==> config.mk <==
export PLATFORM = sky130hd
export DESIGN_NAME = rv_dbus_arb
export DESIGN_NICKNAME = d
export VERILOG_FILES = /design/src/rtl/rv_types.sv /design/src/rtl/rv_dbus_rr.sv /design/src/rtl/rv_dbus_arb.sv
export SDC_FILE = /design/constraint.sdc
export NUM_CORES = 1
export LEC_CHECK = 0
export ABC_CLOCK_PERIOD_IN_PS = 2700
export BUFFER_PORTS_ARGS = -buffer_cell sky130_fd_sc_hd__buf_4
export CORE_AREA = 2 2 134 136
export CTS_BUF_LIST = sky130_fd_sc_hd__clkbuf_16
export DETAILED_ROUTE_END_ITERATION = 8
export DIE_AREA = 0 0 136 138
export PLACE_DENSITY = 0.48
export SLEW_MARGIN = 20
export SYNTH_ARGS = -nofsm -noshare
export SYNTH_HDL_FRONTEND = slang
export SYNTH_HIERARCHICAL = 1
export SYNTH_SLANG_ARGS = --single-unit
==> constraint.sdc <==
create_clock -name clk -period 2.7 [get_ports clk]
set_input_delay 0.135 -clock clk [delete_from_list [all_inputs] [get_ports clk]]
set_output_delay 0.135 -clock clk [all_outputs]
set_load 0.03 [all_outputs]
==> src/rtl/rv_types.sv <==
// rv_types: shared scalar types and the data-bus arbiter owner encoding.
package rv_types;
    typedef logic [31:0] u32_t;
    typedef logic [3:0]  u4_t;
    typedef logic [7:0]  u8_t;
    typedef enum logic {OWN_CORE, OWN_EXT} dbus_owner_t;
endpackage

==> src/rtl/rv_dbus_rr.sv <==
// rv_dbus_rr: round-robin grant with bounded burst hold for two masters.
module rv_dbus_rr
    import rv_types::*;
#(
    parameter int MAX_BURST = 4
) (
    input  logic       clk,
    input  logic       xreset,
    input  logic       req0,
    input  logic       req1,
    input  logic       accept,
    output logic       grant0,
    output logic       grant1,
    output logic       owner,
    output logic [7:0] bcnt
);
    localparam u8_t MAXB = u8_t'(MAX_BURST);
    dbus_owner_t own;
    dbus_owner_t winner;
    logic in_burst;
    assign in_burst = bcnt < MAXB;
    // Under contention the owner keeps the bus until its burst budget is spent.
    assign grant1 = req1 & (!req0 | (in_burst ? own == OWN_EXT : own == OWN_CORE));
    assign grant0 = req0 & !grant1;
    assign winner = grant1 ? OWN_EXT : OWN_CORE;
    assign owner  = own;
    always_ff @(posedge clk) begin
        if (!xreset) begin
            own  <= OWN_CORE;
            bcnt <= 8'd0;
        end else if (accept) begin
            if (winner == own) begin
                bcnt <= (bcnt != 8'hFF) ? bcnt + 8'd1 : bcnt;
            end else begin
                own  <= winner;
                bcnt <= 8'd1;
            end
        end else if (!(own == OWN_EXT ? req1 : req0)) begin
            bcnt <= 8'd0;
        end
    end
endmodule

==> src/rtl/rv_dbus_arb.sv <==
// rv_dbus_arb: two-master data-bus arbiter forwarding the winner to one slave port.
// Stall statistics counters are built only when RV_DBUS_ARB_STAT_EN is defined.
module rv_dbus_arb
    import rv_types::*;
#(
    parameter int MAX_BURST = 4
) (
    input  logic        clk,
    input  logic        xreset,
    input  logic [31:0] c_adr,
    input  logic [3:0]  c_we,
    input  logic [31:0] c_dw,
    input  logic        c_re,
    output logic [31:0] c_dr,
    output logic        c_rdy,
    input  logic [31:0] m_adr,
    input  logic [3:0]  m_we,
    input  logic [31:0] m_dw,
    input  logic        m_re,
    output logic [31:0] m_dr,
    output logic        m_rdy,
    output logic        m_rvalid,
    output logic [31:0] s_adr,
    output logic [3:0]  s_we,
    output logic [31:0] s_dw,
    output logic        s_re,
    input  logic [31:0] s_dr,
    input  logic        s_rdy,
    output logic [15:0] stall0,
    output logic [15:0] stall1
);
    logic req0, req1, grant0, grant1, g0, g1, accept, owner;
    logic [7:0] bcnt;
    assign req0 = c_re | (c_we != 4'd0);
    assign req1 = m_re | (m_we != 4'd0);
    // Reset masks the grants so nothing reaches the slave while state is cleared.
    assign g0     = grant0 & xreset;
    assign g1     = grant1 & xreset;
    assign accept = (g0 | g1) & s_rdy;
    rv_dbus_rr #(.MAX_BURST(MAX_BURST)) u_rr (
        .clk(clk), .xreset(xreset), .req0(req0), .req1(req1), .accept(accept),
        .grant0(grant0), .grant1(grant1), .owner(owner), .bcnt(bcnt)
    );
    assign s_adr = g1 ? m_adr : c_adr;
    assign s_dw  = g1 ? m_dw : c_dw;
    assign s_we  = g1 ? m_we : (g0 ? c_we : 4'd0);
    assign s_re  = g1 ? m_re : (g0 & c_re);
    assign c_rdy = g0 & s_rdy;
    assign m_rdy = g1 & s_rdy;
    assign c_dr  = s_dr;
    assign m_dr  = s_dr;
    always_ff @(posedge clk) begin
        m_rvalid <= xreset & m_rdy & m_re;
    end
`ifdef RV_DBUS_ARB_STAT_EN
    always_ff @(posedge clk) begin
        if (!xreset) begin
            stall0 <= 16'd0;
            stall1 <= 16'd0;
        end else begin
            if (req0 && !g0 && g1 && stall0 != 16'hFFFF) stall0 <= stall0 + 16'd1;
            if (req1 && !g1 && g0 && stall1 != 16'hFFFF) stall1 <= stall1 + 16'd1;
        end
    end
`else
    assign stall0 = 16'd0;
    assign stall1 = 16'd0;
`endif
endmodule

==> metrics.yaml <==
finish:
  drive_gt1_share_pct: 72.8
  multi_input_area_um2: 1440
  antenna_cells: 0
  layout.nets: 591
  area_growth_pct: 64.6
  seqCellArea_um2: 201
  num-fill-cells: 1921
cts:
  clk_pin_slew_ns: 0.04
  ctsHoldBuffers: 0
  clkLatencyLatePin_ns: 0.24
  clock-root-buffer: "clkbuf_16"
  cts.htree.levels: 1
  numCtsBuffers: 3
  cts.sinks: 10
  cts_tree: "yes"
  clk_path_buf_depth: 2
logic_synthesis:
  syn_inst: 262
  synth-seq-cells: 10
  seq_area_frac_synth_pct: 8.59
  netlist_area_um2: 2330
  synth_edf_count: 0
  synth_top_flop_cell: "dfxtp_1"
  synth_top_area_cell: "buf_4"
  synth_async_sr_flop_share_pct: 0
  yosysTopAreaCellShare_pct: 30.9
  ys_warn_count: 6
  avgSynthCellArea_um2: 8.89
  synth.top_cells.by_area: "buf_4 31%, mux2_2 29%, dfxtp_1 8.6%"
  synth_cell_types: 48
place:
  gp_congestion: 0.819
  preCtsSetupSlack_ns: 0.0849
  post-dp-hpwl_um: 8440
  io_buffer_count: 212
routing:
  drcViolationCount: 0
  drt-total-wl_um: 10700
  wl_per_cell_um: 16.6
  dr_total_vias: 2444
  post_drt_via_cell_ratio: 3.80
  drt_iter0_drc: 154
  firstDrtPassIters: 4
  final_antenna_net_count: 0
timing:
  maxClockFrequency_ghz: 0.383
  fin_ws_ns: 0.0905
  finalHoldViolations: 0
  tns_ns: 0
  finalCriticalPeriod_ns: 2.61
  setup_violations: 0
  grt_setup_unrepaired: "false"
  fin_crit_sh_pct: 96.6
  skew_ns: 0.000330
  slew_violations: 0
setup_path:
  crit_arrival_ns: 2.47
  crit_path_start: "u_rr/bcnt[7]"
  worstSetupPathType: "register to output pin"
  slowest_stage: "or4_4"
  worstReg2RegStart: "u_rr/bcnt[7]"
  cp-start-kind: "register"
  cp_data_required_time_ns: 2.57
  cp_num_buf_inv: 2
  critPathTopFamily: "simple AND/OR/NAND/NOR gates"
  cp-end-kind: "output pin"
  worst-path-max-fanout: 8
  path_cells: "or4_4, o21a_1, o21ai_2, and2_4, nand2_8, buf_16, mux2_4, buf_4"
  r2r_cells: 8
  r2r-end: "u_rr/bcnt[5]"
  worst-r2r-setup-slack_ns: 0.20
  cp_slowest_stage_delay_ns: 0.55
hold_path:
  worstHoldStart: "m_re"
  holdPathStages: 2
  whs_endpoint: "m_rvalid"
  hold_path.class: "input port to register"
global_routing:
  gr-total-overflow: 0
  grt_max_degree: 20
  antenna_found_initial: 1
  grt_pass1_vias: 2389
  grt_util_met1_pct: 10.4
  grt_pass1_wl_um: 14300
  met2_usage_pct: 17.6
  grt_util_met3_pct: 4.69
  grt_use_total_pct: 10.1
  busiest_layer: "met2"
pwr:
  p_sw_mw: 0.388
  ir_drop_uv: 209
  switching_share_pct: 38.5
  power_density_nw_per_um2: 263
  p_int_mw: 0.620
  p_seq_share_pct: 15.1
  leakage_nw: 1.88
  combPwrFrac_pct: 58.6
  clkPwrFrac_pct: 26.4
floorplanning:
  core_area_um2: 17500
  die_y_um: 138
  die_x_um: 136
  ios: 341
  rows: 49
  die-area_um2: 18800
  start_util_pct: 13.3
outcome:
  status: "completed"
run:
  cap_violations: 0
## cell usage in the layout, fill, tap and decap left out, drive strengths merged, types with 5 or more instances in the layout
cell type,instances
nand3,5
nand2,9
buf,222
a32o,5
clkbuf,6
conb,32
and3,5
mux2,64
dfxtp,10
## registers in the layout, indices dropped and copies added, names as in the netlist
name and cells:
u_rr/bcnt 8, m_rvalid 1, u_rr/owner 1
## per-stage QoR
step | instances | utilization (%) | power [mW] | hold slack [ns] | cell area, µm²
final | 644 | 21.9 | 1.01 | 0.127 | 3830
after global routing | 644 | 21.9 | 1.06 | 0.119 | 3830
after CTS | 642 | 21.5 | 1.01 | 0.119 | 3760
after detailed placement | 635 | 20.4 | 0.734 | 0.270 | 3570
after global placement | 635 | 20.4 | 0.734 | 0.270 | 3570
after floorplan | 293 | - | 0.661 | 0.257 | 2450
## metal layers
layer / wire length (µm) / vias to the layer above
met5: 14 / -
met4: 333 / 2
met3: 1310 / 22
met2: 5270 / 164
met1: 3770 / 1123
li1: - / 1133
## kinds of logic (layout without fill, tap and decap cells)
family          count (synthesis)  count (layout)  share of synthesized area, %
mux                            65              65                          32.2
buf+inv                       107             229                          35.4
simple gates                   45              45                          11.7
compound gates                 33              33                          11.5
other cells                     1              32                         0.161
flops                          10              10                          8.59
fa+ha+maj                       1               1                         0.537
## worst max-delay path by stage
stage	to	cells past startpoint
2_1_floorplan	u_rr/bcnt[5]	10
3_3_place_gp	s_dw[23]	9
3_5_place_dp	s_dw[23]	9
4_1_cts	s_adr[9]	9
5_1_grt	s_adr[8]	8
6_report	s_adr[8]	8
## synth_stat cells, types with 2 or more instances
cell type	count
a32o_1	5
o21ai_0	4
buf_4	96
and4_1	2
nand3_1	5
and2_1	3
a31oi_1	4
nand4_1	4
nor3_1	4
mux2_2	59
mux2_4	5
clkbuf_8	6
dfxtp_1	10
clkbuf_1	2
and3_1	4
nand2_1	8
o2111ai_1	2
o22ai_1	2
nor2_1	4
a21boi_0	2
a41o_1	2
a21oi_1	3
## final cells by class
type,instances,area share (%)
inverters,1,0.0979
clock buffers,3,1.96
repair buffers,225,47.6
multi-input cells,176,37.6
well taps,229,7.47
flip-flops and latches,10,5.25
## what timing repair did
item / CTS / global route
setup buffers: 1 / 0
endpoints found under the setup margin: 64 / 64
cloned: 3 / 3
gates resized for setup: 9 / 2
pin swaps: 2 / 1
## power by group through the flow
stage,registers [mW],clock network [mW],logic [mW]
floorplan,0.154,0,0.507
global placement,0.155,0,0.579
detailed placement,0.155,0,0.580
CTS,0.152,0.272,0.590
global route,0.152,0.282,0.621
finish,0.152,0.266,0.591
## worst reg2reg max path: stages, from the launching register on
cell and delay (ns):
dfxtp_1 0.31, or4_4 0.55, o21a_1 0.20, o21ai_2 0.17
and2_4 0.21, o211a_1 0.28, and3_1 0.38, a41oi_1 0.18
nor3b_2 0.16
No activity file was read; power rests on OpenSTA's default activity.
